$ cat src/rtl/memory_bus_arbiter.sv
// rtl/memory_bus_arbiter.sv - round-robin sharing of one memory bus between fetch and load/store
module memory_bus_arbiter #(
    parameter int ADDR_W   = 64,
    parameter int DATA_W   = 64,
    parameter int ID_W     = 2,
    parameter int FETCH_ID = 1,
    parameter int LSU_ID   = 2,
    parameter int TIMEOUT  = 1023
) (
    input  logic              clk,
    input  logic              reset,
    input  logic              fetch_req_valid,
    input  logic [ADDR_W-1:0] fetch_req_addr,
    output logic              fetch_req_ready,
    output logic              fetch_rsp_valid,
    output logic [DATA_W-1:0] fetch_rsp_data,
    input  logic              lsu_req_valid,
    input  logic              lsu_req_write,
    input  logic [ADDR_W-1:0] lsu_req_addr,
    input  logic [DATA_W-1:0] lsu_req_data,
    output logic              lsu_req_ready,
    output logic              lsu_rsp_valid,
    output logic [DATA_W-1:0] lsu_rsp_data,
    output logic              mem_req_valid,
    output logic              mem_req_write,
    output logic [ADDR_W-1:0] mem_req_addr,
    output logic [DATA_W-1:0] mem_req_data,
    output logic [ID_W-1:0]   mem_req_id,
    input  logic              mem_req_ready,
    input  logic              mem_rsp_valid,
    input  logic [ID_W-1:0]   mem_rsp_id,
    input  logic [DATA_W-1:0] mem_rsp_data,
    output logic              err_id,
    output logic              err_timeout
);

    localparam int                TMR_W      = $clog2(TIMEOUT + 1);
    localparam logic [TMR_W-1:0]  TMR_LIM    = TMR_W'(TIMEOUT);
    localparam logic [TMR_W-1:0]  TMR_SAT    = {TMR_W{1'b1}};
    localparam logic [ADDR_W-1:0] ALIGN_MASK = ~ADDR_W'(7);

    typedef enum logic [1:0] {
        S_IDLE  = 2'd0,
        S_ISSUE = 2'd1,
        S_WAIT  = 2'd2
    } state_t;

    state_t state, state_nxt;

    logic              last_grant;   // 1 = load/store was granted last
    logic              lat_owner;    // 1 = outstanding transaction belongs to load/store
    logic              lat_write;
    logic [ADDR_W-1:0] lat_addr;
    logic [DATA_W-1:0] lat_data;
    logic [ID_W-1:0]   lat_id;
    logic [TMR_W-1:0]  timer;

    logic grant_fetch;
    logic grant_lsu;
    logic rsp_match;
    logic rsp_timeout;
    logic done;

    // Fetch wins unless load/store is also asking and fetch was granted last.
    assign grant_fetch = fetch_req_valid & (~lsu_req_valid | last_grant);
    assign grant_lsu   = lsu_req_valid & ~grant_fetch;
    assign rsp_match   = mem_rsp_valid && (mem_rsp_id == lat_id);
    assign rsp_timeout = (timer == TMR_LIM);
    assign done        = (state == S_WAIT) && (rsp_match || rsp_timeout);

    assign mem_req_write = lat_write;
    assign mem_req_addr  = lat_addr;
    assign mem_req_data  = lat_data;
    assign mem_req_id    = lat_id;

    // State register; reset aborts any transaction in flight.
    always_ff @(posedge clk or posedge reset) begin
        if (reset) begin
            state <= S_IDLE;
        end else begin
            state <= state_nxt;
        end
    end

    // Next-state: one transaction at a time, IDLE -> ISSUE -> WAIT -> IDLE.
    always_comb begin
        state_nxt = state;
        case (state)
            S_IDLE:  if (fetch_req_valid || lsu_req_valid) state_nxt = S_ISSUE;
            S_ISSUE: if (mem_req_ready) state_nxt = S_WAIT;
            S_WAIT:  if (done) state_nxt = S_IDLE;
            default: state_nxt = S_IDLE;
        endcase
    end

    // Outputs: grant pulses only in IDLE and never while reset is held.
    always_comb begin
        mem_req_valid   = 1'b0;
        fetch_req_ready = 1'b0;
        lsu_req_ready   = 1'b0;
        case (state)
            S_IDLE: begin
                fetch_req_ready = grant_fetch & ~reset;
                lsu_req_ready   = grant_lsu & ~reset;
            end
            S_ISSUE: mem_req_valid = 1'b1;
            default: ;
        endcase
    end

    // Datapath: request latch, response timer, response pulses and sticky errors.
    always_ff @(posedge clk or posedge reset) begin
        if (reset) begin
            last_grant      <= 1'b1;
            lat_owner       <= 1'b0;
            lat_write       <= 1'b0;
            lat_addr        <= '0;
            lat_data        <= '0;
            lat_id          <= '0;
            timer           <= '0;
            fetch_rsp_valid <= 1'b0;
            fetch_rsp_data  <= '0;
            lsu_rsp_valid   <= 1'b0;
            lsu_rsp_data    <= '0;
            err_id          <= 1'b0;
            err_timeout     <= 1'b0;
        end else begin
            if (state == S_IDLE && (grant_fetch || grant_lsu)) begin
                last_grant <= grant_lsu;
                lat_owner  <= grant_lsu;
                if (grant_lsu) begin
                    lat_write <= lsu_req_write;
                    lat_addr  <= lsu_req_addr & ALIGN_MASK;
                    lat_data  <= lsu_req_data;
                    lat_id    <= ID_W'(LSU_ID);
                end else begin
                    lat_write <= 1'b0;
                    lat_addr  <= fetch_req_addr & ALIGN_MASK;
                    lat_data  <= '0;
                    lat_id    <= ID_W'(FETCH_ID);
                end
            end

            if (state == S_ISSUE) begin
                timer <= '0;
            end else if (state == S_WAIT && timer != TMR_SAT) begin
                timer <= timer + TMR_W'(1);
            end

            fetch_rsp_valid <= done & ~lat_owner;
            lsu_rsp_valid   <= done & lat_owner;
            // A matched response takes priority over a timeout in the same cycle.
            fetch_rsp_data  <= (done && !lat_owner && rsp_match && !lat_write) ? mem_rsp_data : '0;
            lsu_rsp_data    <= (done && lat_owner && rsp_match && !lat_write) ? mem_rsp_data : '0;

            if (mem_rsp_valid && (state != S_WAIT || mem_rsp_id != lat_id)) begin
                err_id <= 1'b1;
            end
            if (state == S_WAIT && !rsp_match && rsp_timeout) begin
                err_timeout <= 1'b1;
            end
        end
    end

endmodule

$ cat config.mk
export PLATFORM = sky130hd
export DESIGN_NAME = memory_bus_arbiter
export DESIGN_NICKNAME = d
export VERILOG_FILES = /design/src/rtl/memory_bus_arbiter.sv
export SDC_FILE = /design/constraint.sdc
export NUM_CORES = 1
export LEC_CHECK = 0
export ABC_CLOCK_PERIOD_IN_PS = 13800
export CELL_PAD_IN_SITES_DETAIL_PLACEMENT = 0
export CELL_PAD_IN_SITES_GLOBAL_PLACEMENT = 1
export CORE_AREA = 2 2 205 207
export CTS_BUF_LIST = sky130_fd_sc_hd__clkbuf_16
export CTS_CLUSTER_DIAMETER = 40
export DETAILED_ROUTE_END_ITERATION = 10
export DIE_AREA = 0 0 207 209
export HOLD_SLACK_MARGIN = 0.08
export PLACE_DENSITY_LB_ADDON = 0.15
export SETUP_SLACK_MARGIN = 0.1
export SLEW_MARGIN = 40
export SYNTH_ARGS = -nofsm -noshare
export SYNTH_HDL_FRONTEND = slang
export SYNTH_SLANG_ARGS = --single-unit
$ cat constraint.sdc
create_clock -name clk -period 13.8 [get_ports clk]
set_clock_uncertainty 0.15 [all_clocks]
set_input_delay 2.76 -clock clk [delete_from_list [all_inputs] [get_ports clk]]
set_output_delay 2.76 -clock clk [all_outputs]
set_load 0.05 [all_outputs]
==> out/results.txt <==
Run status = complete, no violations
Crit start category = input pin
Worst-Skew Late Latency = 0.55 ns
TritonCTS clock tree = done
Minimum period implied by the final worst setup slack = 7.874 ns
Drc violations = 0
Number of max-slew violations in the final report = 0
Area growth, synth to finish = 71.28%
Peak ir drop on the vdd network = 92.08 µV
Register cell area after layout = 6833 µm²
Share of cells above drive strength 1 = 10.01%
Number of buffers added on ports = 521
Post-synthesis register bit count = 273
Number of buffers inserted by post-CTS setup repair = 0
GR Util All Layers = 17.17%
Maximum number of pins on one net before global-route repair = 100
Post-DRT Antenna Nets = 0
Final-layout setup total negative slack = 0 ns
Hold Vio Cnt, Final = 0
Register clock-pin slew on the reported worst setup and hold paths = 0.05 ns
Cell accounting for the most synthesized area = sky130_fd_sc_hd__dfrtp_1
Area after detailed placement = 15960 µm²
Full die area = 43260 µm²
Number of instances resized during post-cts repair = 0
Post-synth EDFFs = 0
Path class of the lowest-slack min-delay path = reg -> reg
Most instantiated library cell after synthesis = sky130_fd_sc_hd__dfrtp_1
Post-detailed-route wirelength per cell = 19.82 µm
Element type at the critical path end = primary output
Setup repair after global routing missed its margin = no
Initial Utilization = 24.75%
Clock sink count = 273
H-tree levels = 2
Seq/Total Area, Yosys = 66.87%
Initial antenna violation count = 10
Critical register-to-register path startpoint = state[1]
Destination of the worst register-to-register timing path = mem_req_data[43]
Max transition margin = 51.03%
Hold Path Depth = 1
Pwr dens = 215.8 nW/µm²
DRC violation total after the first TritonRoute iteration = 283
Max cap viols = 0
Most numerous cell types in the synthesized netlist = 272 x sky130_fd_sc_hd__dfrtp_1, 85 x sky130_fd_sc_hd__and2_1, 70 x sky130_fd_sc_hd__nand2_1, 66 x sky130_fd_sc_hd__a22o_1, 63 x sky130_fd_sc_hd__o21ai_0
Post-route worst setup slack = 5.926 ns
Startpoint of the lowest-slack hold path = err_timeout
Post-synthesis cell type count = 49
Aggregate global routing overflow = 0
Buffer type at the clock tree root = sky130_fd_sc_hd__clkbuf_16
Final wirelength = 37540 µm
Synth warnings = 0
Proportion of synthesized flip-flops having asynchronous set or reset = 100.0%
Total of endpoints with negative setup slack in the final report = 0
Post-route clock period utilization = 57.06%
Ports placed on the boundary = 531
Worst path required time = 10.89 ns
Gate count after technology mapping = 789
Cells taking the most area after synthesis = sky130_fd_sc_hd__dfrtp_1 67%, sky130_fd_sc_hd__mux2i_1 6.1%, sky130_fd_sc_hd__a22o_1 5.7%, sky130_fd_sc_hd__and2_1 5.2%, sky130_fd_sc_hd__and2_2 3.2%
Detailed Routing Iterations Pass 1 = 4
Share of the synthesized area in the top cell type = 66.62%
End point of the most critical hold path = err_timeout
Number of global-route vias before repair = 8580
Core Rows = 75
Critical path origin = lsu_req_valid
Highest attainable clock frequency = 0.1270 GHz
Global-route wire length before repair = 56220 µm
Startpoint-to-endpoint class of the critical path = in -> out
Horizontal extent of the die = 207 µm
HPWL Detailed = 27070 µm
CP max FO = 16
Total Nets Final = 1579
Post-Layout Inst Area = 17500 µm²
Summed instance area of the synthesized netlist = 10220 µm²
TritonCTS buffer count = 46
Core area = 41290 µm²
Routability congestion estimate from global placement = 0.7430
Mapped Avg Cell Area = 12.95 µm²
Multi-input gate area = 3126 µm²
Routed vias/inst = 4.291
Leakage Power = 7.777 nW
R2R depth = 6
Count of vias placed by the detailed router = 8127
Hold buffers post-CTS = 0
Most frequently used flop master after synthesis = sky130_fd_sc_hd__dfrtp_1
Worst-margin pin slew = 0.7345 ns
Worst path arrival time = 4.96 ns
Clock Tree Buf Depth = 3
Fill count = 3980
Die height = 209 µm
Reg2Reg Setup Slack = 10.67 ns
Worst setup slack after placement = 5.893 ns
[state kept, by name, summed over array words and instances (netlist names)]
| register | flops |
|---|---|
| err_id | 1 |
| err_timeout | 1 |
| fetch_rsp_data | 64 |
| fetch_rsp_valid | 1 |
| last_grant | 1 |
| lat_owner | 1 |
| lsu_rsp_data | 64 |
| lsu_rsp_valid | 1 |
| mem_req_addr | 61 |
| mem_req_data | 64 |
| mem_req_id | 1 |
| mem_req_write | 1 |
| state | 2 |
| timer | 10 |
[cell type report]
type | count | share of cell area (%)
inverter | 7 | 0.1930
antenna | 6 | 0.08579
clock inverter | 37 | 1.837
tap | 539 | 3.854
clock buffer | 47 | 6.721
sequential | 273 | 39.04
timing repair buffer | 532 | 30.41
multi-input combinational | 453 | 17.86
[per-layer routing]
| metal | share of wire (%) | up-vias | global-route usage [%] |
|---|---|---|---|
| met4 | 2.3 | 6 | 6.158 |
| li1 | - | 3766 | - |
| met3 | 13 | 59 | 9.829 |
| met5 | 0.099 | - | 0 |
| met2 | 45 | 380 | 26.21 |
| met1 | 39 | 3916 | 20.09 |
[logic make-up (layout without fill, tap and decap cells)]
family	after synthesis	in the layout	synth area share, %
xor+xnor	2	2	0.2450
other cells	1	9	0.03670
fa+ha+maj	1	1	0.1224
mux	62	62	6.074
compound gates	160	160	10.96
flops	273	273	66.87
simple gates	225	225	12.78
buf+inv	65	623	2.902
[worst max-delay path, stage by stage]
cell and delay [ns]:
sky130_fd_sc_hd__clkdlybuf4s50_1 0.53, sky130_fd_sc_hd__inv_1 0.10, sky130_fd_sc_hd__a21oi_4 0.52, sky130_fd_sc_hd__and3_1 0.24, sky130_fd_sc_hd__clkdlybuf4s50_1 0.81
[power by group]
part / internal [mW] / total, mW / leakage [nW] / switching (mW)
combinational: 0.525 / 1.56 / 3.39 / 1.03
clock: 0.710 / 1.10 / 0.741 / 0.395
sequential: 0.995 / 1.11 / 3.64 / 0.119
total: 2.23 / 3.78 / 7.78 / 1.55
[cells in the final DEF (no fill, tap or decap), types with 3 or more instances in the layout]
cell	count
sky130_fd_sc_hd__inv_6	3
sky130_fd_sc_hd__a21o_1	3
sky130_fd_sc_hd__and2_2	43
sky130_fd_sc_hd__clkdlybuf4s50_1	521
sky130_fd_sc_hd__a211oi_1	3
sky130_fd_sc_hd__and3_1	3
sky130_fd_sc_hd__buf_6	3
sky130_fd_sc_hd__and2_1	85
sky130_fd_sc_hd__o21ai_0	63
sky130_fd_sc_hd__a31oi_1	3
sky130_fd_sc_hd__clkinv_2	9
sky130_fd_sc_hd__inv_1	9
sky130_fd_sc_hd__nand4_1	3
sky130_fd_sc_hd__clkbuf_16	47
sky130_fd_sc_hd__nor2_1	5
sky130_fd_sc_hd__conb_1	3
sky130_fd_sc_hd__clkinvlp_4	4
sky130_fd_sc_hd__nand2_1	70
sky130_fd_sc_hd__bufinv_16	5
sky130_fd_sc_hd__mux2i_1	62
sky130_fd_sc_hd__buf_4	7
sky130_fd_sc_hd__nand3_1	4
sky130_fd_sc_hd__dfrtp_1	272
sky130_fd_sc_hd__a21oi_1	6
sky130_fd_sc_hd__a22o_1	66
sky130_fd_sc_hd__clkinv_1	11
sky130_fd_sc_hd__diode_2	6
[how the worst max path moves through the flow]
stage	endpoint	slack, ns	cells past startpoint
finish	lsu_req_ready	5.93	5
global route	lsu_req_ready	5.80	5
CTS	lsu_req_ready	5.89	5
detailed placement	lsu_req_ready	5.89	5
global placement	lsu_req_ready	5.90	5
floorplan	fetch_req_ready	1.38	2
[metrics by stage]
step	instances	hold WS, ns	utilization, %	total power, mW
global route	1892	0.3417	42.37	3.955
global placement	1803	0.3036	38.65	2.691
CTS	1887	0.3194	42.29	3.837
finish	1894	0.3127	42.38	3.776
floorplan	791	0.3187	-	2.101
detailed placement	1803	0.3084	38.66	2.701
(Power assumes the default switching activity.)
